$ cat src/rtl/div_arbiter_pkg.sv
// div_arbiter_pkg: state encoding and divider handshake constants shared by div_arbiter
// and any other arbiter that drives the same multi-cycle divider.
package div_arbiter_pkg;

  typedef enum logic [1:0] {
    DivArbIdle   = 2'd0,
    DivArbBusy   = 2'd1,
    DivArbStop   = 2'd2,
    DivArbCancel = 2'd3
  } div_arb_state_e;

  // Divider handshake levels.
  localparam logic DivStart       = 1'b1;
  localparam logic DivStop        = 1'b0;
  localparam logic DivResultReady = 1'b1;

  // Annul is held this many cycles so a divider parked in its end or
  // divide-by-zero state is also returned to free.
  localparam int unsigned CancelCycles = 2;

endpackage

$ cat src/rtl/div_arbiter_rr_picker.sv
// div_arbiter_rr_picker: combinational round-robin picker. Searches the eligible vector
// starting one past i_last and returns a one-hot pick plus a valid flag.
module div_arbiter_rr_picker #(
  parameter int N  = 2,
  parameter int IW = $clog2(N)
) (
  input  logic [N-1:0]  i_eligible,
  input  logic [IW-1:0] i_last,
  output logic [N-1:0]  o_pick,
  output logic          o_valid
);

  // NOTE: every output of a combinational block gets a default first, so no
  // path through the loop leaves a value held and infers a latch.
  always_comb begin
    o_pick  = '0;
    o_valid = 1'b0;
    for (int off = 1; off <= N; off++) begin
      automatic int idx = int'(i_last) + off;
      if (idx >= N) idx = idx - N;
      if (!o_valid && i_eligible[IW'(idx)]) begin
        o_pick[IW'(idx)] = 1'b1;
        o_valid          = 1'b1;
      end
    end
  end

endmodule

$ cat src/rtl/div_arbiter.sv
// div_arbiter: shares one multi-cycle divider among NUM_REQ requesters (round-robin).
// Optional feature macro: DIV_ARB_ZERO_BYPASS_EN answers zero-divisor picks in IDLE directly.
module div_arbiter
  import div_arbiter_pkg::*;
#(
  parameter int NUM_REQ = 2
) (
  input  logic                    clk,
  input  logic                    rst,
  input  logic [NUM_REQ-1:0]      req_i,
  input  logic [NUM_REQ-1:0]      cancel_i,
  input  logic [NUM_REQ-1:0]      signed_i,
  input  logic [32*NUM_REQ-1:0]   opdata1_i,
  input  logic [32*NUM_REQ-1:0]   opdata2_i,
  output logic [NUM_REQ-1:0]      gnt_o,
  output logic [NUM_REQ-1:0]      done_o,
  output logic [63:0]             result_o,
  output logic                    busy_o,
  output logic                    div_start_o,
  output logic                    div_annul_o,
  output logic                    div_signed_o,
  output logic [31:0]             div_opdata1_o,
  output logic [31:0]             div_opdata2_o,
  input  logic [63:0]             div_result_i,
  input  logic                    div_ready_i
);

  localparam int OW = $clog2(NUM_REQ);

  div_arb_state_e     r_state, w_next_state;
  logic [OW-1:0]      r_owner, r_last, w_pick_idx;
  logic               r_signed;
  logic [31:0]        r_op1, r_op2;
  logic [63:0]        r_result;
  logic [NUM_REQ-1:0] r_done;
  logic [1:0]         r_cnt;

  logic [NUM_REQ-1:0] w_eligible, w_pick, w_gnt;
  logic               w_pick_valid;
  logic [31:0]        w_op1 [NUM_REQ];
  logic [31:0]        w_op2 [NUM_REQ];
  logic               w_grant, w_finish, w_cancel, w_bypass;

  for (genvar k = 0; k < NUM_REQ; k++) begin : g_unpack
    assign w_op1[k] = opdata1_i[32*k +: 32];
    assign w_op2[k] = opdata2_i[32*k +: 32];
  end

  // A requester flushing itself is never picked.
  assign w_eligible = req_i & ~cancel_i;

  div_arbiter_rr_picker #(.N(NUM_REQ), .IW(OW)) u_picker (
    .i_eligible (w_eligible),
    .i_last     (r_last),
    .o_pick     (w_pick),
    .o_valid    (w_pick_valid)
  );

  always_comb begin
    w_pick_idx = '0;
    for (int k = 0; k < NUM_REQ; k++)
      if (w_pick[k]) w_pick_idx = OW'(k);
  end

  always_comb begin
    w_next_state = r_state;
    w_grant      = 1'b0;
    w_finish     = 1'b0;
    w_cancel     = 1'b0;
    w_bypass     = 1'b0;
    unique case (r_state)
      DivArbIdle: begin
        if (w_pick_valid) begin
`ifdef DIV_ARB_ZERO_BYPASS_EN
          if (w_op2[w_pick_idx] == 32'd0) begin
            w_bypass = 1'b1;
          end else begin
            w_grant      = 1'b1;
            w_next_state = DivArbBusy;
          end
`else
          w_grant      = 1'b1;
          w_next_state = DivArbBusy;
`endif
        end
      end
      DivArbBusy: begin
        // Cancel wins over a same-cycle ready: the result is discarded.
        if (cancel_i[r_owner]) begin
          w_cancel     = 1'b1;
          w_next_state = DivArbCancel;
        end else if (div_ready_i == DivResultReady) begin
          w_finish     = 1'b1;
          w_next_state = DivArbStop;
        end
      end
      DivArbStop:   w_next_state = DivArbIdle;
      DivArbCancel: if (r_cnt == 2'(CancelCycles - 1)) w_next_state = DivArbIdle;
      default:      w_next_state = DivArbIdle;
    endcase
  end

  // NOTE: state registers use non-blocking assignments so every flop samples
  // pre-edge values regardless of statement order within the block.
  always_ff @(posedge clk) begin
    if (!rst) begin
      // NOTE: the latched operands and result are reset too, because they
      // drive outputs that must read zero straight out of reset.
      r_state  <= DivArbIdle;
      r_owner  <= '0;
      r_last   <= OW'(NUM_REQ - 1);
      r_signed <= 1'b0;
      r_op1    <= '0;
      r_op2    <= '0;
      r_result <= '0;
      r_done   <= '0;
      r_cnt    <= '0;
    end else begin
      r_state <= w_next_state;
      r_done  <= '0;
      r_cnt   <= (r_state == DivArbCancel) ? r_cnt + 2'd1 : 2'd0;
      if (w_grant) begin
        r_owner  <= w_pick_idx;
        r_signed <= signed_i[w_pick_idx];
        r_op1    <= w_op1[w_pick_idx];
        r_op2    <= w_op2[w_pick_idx];
      end
      if (w_finish) begin
        r_result         <= div_result_i;
        r_done[r_owner]  <= 1'b1;
        r_last           <= r_owner;
      end
      if (w_cancel) r_last <= r_owner;
      if (w_bypass) begin
        r_result           <= '0;
        r_done[w_pick_idx] <= 1'b1;
        r_last             <= w_pick_idx;
      end
    end
  end

  always_comb begin
    w_gnt = '0;
    if (r_state != DivArbIdle) w_gnt[r_owner] = 1'b1;
  end

  assign gnt_o         = w_gnt;
  assign done_o        = r_done;
  assign result_o      = r_result;
  assign busy_o        = (r_state != DivArbIdle);
  assign div_start_o   = (r_state == DivArbBusy) ? DivStart : DivStop;
  assign div_annul_o   = (r_state == DivArbCancel);
  assign div_signed_o  = r_signed;
  assign div_opdata1_o = r_op1;
  assign div_opdata2_o = r_op2;

endmodule

$ cat config.mk
export PLATFORM = sky130hd
export DESIGN_NAME = div_arbiter
export DESIGN_NICKNAME = d
export VERILOG_FILES = /design/src/rtl/div_arbiter_pkg.sv /design/src/rtl/div_arbiter_rr_picker.sv /design/src/rtl/div_arbiter.sv
export SDC_FILE = /design/constraint.sdc
export NUM_CORES = 1
export LEC_CHECK = 0
export CORE_AREA = 4 4 130 132
export CTS_CLUSTER_SIZE = 10
export DETAILED_ROUTE_END_ITERATION = 6
export DIE_AREA = 0 0 134 136
export GPL_TIMING_DRIVEN = 0
export PLACE_DENSITY = 0.78
export SYNTH_ARGS = -nofsm -noshare
export SYNTH_HDL_FRONTEND = slang
export SYNTH_SLANG_ARGS = --single-unit
$ cat constraint.sdc
create_clock -name clk -period 3.27 [get_ports clk]
set_clock_uncertainty 0.2 [all_clocks]
set_input_delay 0.327 -clock clk [delete_from_list [all_inputs] [get_ports clk]]
set_output_delay 0.327 -clock clk [all_outputs]
set_load 0.02 [all_outputs]
==> flow_metrics.py <==
metrics = {
    "clock_tree": {
        "cts_hold_buf": 0,
        "clockBufferDepth": 2,
        "htree_levels": 4,
        "cts_made_buffers": 17,
        "cts_root_buffer": "clkbuf_16",
        "post-cts-setup-buffers": 0,
        "cts_tree": "built",
        "cts_resized": 0,
        "clock_latency_ps": 400,
        "cts.reportedPaths.clkPinSlew_ps": 60,
        "cts_num_sinks": 134,
    },
    "cells_and_area": {
        "drive_above_1_share_pct": 6.65,
        "syn_to_final_growth_pct": 65.4,
        "fill_cells": 1369,
        "final_common_cell": "clkdlybuf4s50_1",
        "final_cell_area_mm2": 0.00905,
        "mostFrequentLayoutCells": "266 x clkdlybuf4s50_1, 259 x nand2_1, 134 x dfxtp_1",
        "num-nets-final": 1076,
    },
    "sta": {
        "hold_violations": 0,
        "slew_headroom_pct": 62.5,
        "setup_tns_ps": 0,
        "worst_pin_slew_ps": 563,
        "finalCriticalPeriod_ps": 2230,
        "slew_violations": 0,
        "max_freq_ghz": 0.448,
        "min_period_over_period_pct": 68.3,
        "rsz0062_at_grt": "false",
        "final-setup-viol-count": 0,
    },
    "synth": {
        "yosys_warnings": 0,
        "synth_cells": 588,
        "synth_top_area_share_pct": 49.0,
        "muxShareOfSynthArea_pct": 23.6,
        "synth_top_family_by_area": "multiplexers",
        "avgSynthCellArea_um2": 9.31,
        "synth_compound_gate_area_share_pct": 0.549,
        "synth.lib_cells_used.distinct": 25,
        "synth_area_mm2": 0.00547,
        "ys_seq_elements": 134,
        "yosys-top-cells-area": "dfxtp_1 49%, mux2i_1 24%, nand2_1 18%, buf_12 3.3%, clkbuf_1 1.6%",
        "synth_simple_gate_area_share_pct": 19.5,
        "synth_fa_ha_area_share_pct": 0.229,
        "yosysSeqAreaShare_pct": 49.0,
        "synth_xor_area_share_pct": 0,
        "synth_area_leader_cell": "dfxtp_1",
        "synth-edff-count": 0,
        "synthArstFlopShare_pct": 0,
        "ys.flop_type": "dfxtp_1",
    },
    "worst_setup_path": {
        "crit_type": "flop to primary output",
        "crit_arrival_ps": 1710,
        "rr_worst_depth": 5,
        "reg2reg_slack_ps": 1570,
        "start_kind": "flop",
        "reg2reg_from": "r_state[1]$_SDFFE_PN0P_",
        "critPathMaxFanout": 9,
        "critPathCaptureType": "primary output",
        "r2r_end": "div_opdata1_o[20]$_SDFFE_PN0P_",
        "required_ps": 2740,
    },
    "placed_design": {
        "dp_hpwl_um": 12700,
        "place_area_mm2": 0.00841,
        "gp_congestion": 0.764,
        "numPortBuffers": 266,
    },
    "floorplan": {
        "start_util_pct": 34.8,
        "coreArea_mm2": 0.0157,
        "die_height_um": 136,
        "die_x_um": 134,
        "pin_count": 337,
        "die_area_mm2": 0.0182,
        "rows": 46,
    },
    "route": {
        "firstDrtPassIters": 4,
        "wl_per_cell_um": 15.1,
        "num_vias": 4875,
        "drt_iter0_drc": 159,
        "post_drt_via_cell_ratio": 4.42,
        "ant_nets": 0,
        "routed_wl_um": 16600,
        "drc": 0,
    },
    "hold_path": {
        "worstHoldPathType": "flop to flop",
        "hold-path-endpoint": "r_cnt[0]$_SDFF_PN0_",
        "hold_path_startpoint": "r_cnt[0]$_SDFF_PN0_",
        "worstHoldPathCells": 1,
    },
    "power": {
        "p_per_area_mw_per_mm2": 488,
        "power_leakage_nw": 3.37,
        "vdd_drop_max_mv": 0.299,
    },
    "global_route": {
        "grt_usage_pct": 18.0,
        "busiest_layer": "met2",
        "grt_pass1_wl_um": 26000,
        "grt_start_max_net_pins": 17,
        "met1_usage_pct": 20.2,
        "gr-usage-met3_pct": 8.40,
        "grt_pass1_vias": 5071,
        "overflow": 0,
        "antenna_found_initial": 0,
        "grt_use_met2_pct": 30.0,
    },
    "status": {
        "status": "finished clean",
    },
    "flow_run": {
        "drv_cap": 0,
    },
}
[kinds of logic (layout without fill, tap and decap cells)]
logic type / after synthesis / count (layout)
flip-flops: 134 / 134
other: 1 / 3
adder cells (fa/ha/maj): 1 / 1
multiplexers: 129 / 129
AO/OA/AOI/OAI: 3 / 3
AND/OR/NAND/NOR: 271 / 271
buffers and inverters: 49 / 347
[routing by layer]
layer  routed length (um)  vias up
met2                 7750      202
li1                     -     2469
met5                    0        -
met3                 1800       20
met1                 6820     2184
met4                  279        0
[cell type report]
cell class | count | area (um2) | area share (%)
Buffer | 47 | 380 | 4.20
Inverter | 2 | 7.51 | 0.0829
Timing Repair Buffer | 266 | 2660 | 29.4
Clock buffer | 21 | 470 | 5.20
Clock inverter | 11 | 171 | 1.89
Multi-Input combinational cell | 406 | 2410 | 26.6
Tap cell | 216 | 270 | 2.98
Sequential cell | 134 | 2680 | 29.6
Antenna cell | 1 | 2.50 | 0.0276
[flip-flops by register name (all words and copies together) (netlist names)]
register	cells
done_o	1
div_opdata2_o	32
div_opdata1_o	32
result_o	64
div_signed_o	1
r_state	2
r_cnt	2
[worst max-delay path: stages (launching register included)]
cell,delay (ps)
dfxtp_1,510
nor2b_1,180
clkdlybuf4s50_1,610
[how the worst max path moves through the flow]
stage | slack, ps | end | cells after the start | from
floorplan | 1760 | div_opdata1_o[0]$_SDFFE_PN0P_ | 5 | r_state[1]$_SDFFE_PN0P_
global placement | 1210 | result_o[56]$_SDFFE_PN0P_ | 6 | cancel_i[0]
detailed placement | 1180 | result_o[56]$_SDFFE_PN0P_ | 6 | cancel_i[0]
CTS | 1000 | div_start_o | 2 | r_state[0]$_SDFFE_PN0P_
global route | 940 | div_start_o | 2 | r_state[0]$_SDFFE_PN0P_
finish | 1040 | div_start_o | 2 | r_state[0]$_SDFFE_PN0P_
[cells in the mapped netlist, types with 2 or more instances]
master / n
or2_2: 2
clkbuf_1: 24
nand2_1: 259
and2_1: 2
buf_12: 9
mux2i_1: 129
buf_2: 4
nor2_1: 2
dfxtp_1: 134
inv_1: 2
buf_4: 5
buf_6: 3
[metrics by stage]
stage	utilization, %	worst slack, ps	hold WS, ps	power (W)	cells
final	57.6	1040	249	0.00442	1104
after global routing	57.6	939	252	0.00460	1103
after CTS	57.6	1000	242	0.00448	1103
after detailed placement	53.5	1180	246	0.00239	1071
after global placement	53.5	1210	213	0.00238	1071
after floorplan	-	1760	198	0.00205	589
[power breakdown]
| group | switching [W] | internal [W] | leakage [nW] |
|---|---|---|---|
| combinational | 0.000278 | 0.000345 | 1.98 |
| sequential | 0.0000321 | 0.00169 | 1.09 |
| clock | 0.000726 | 0.00134 | 0.310 |
No activity file was read; power rests on OpenSTA's default activity.
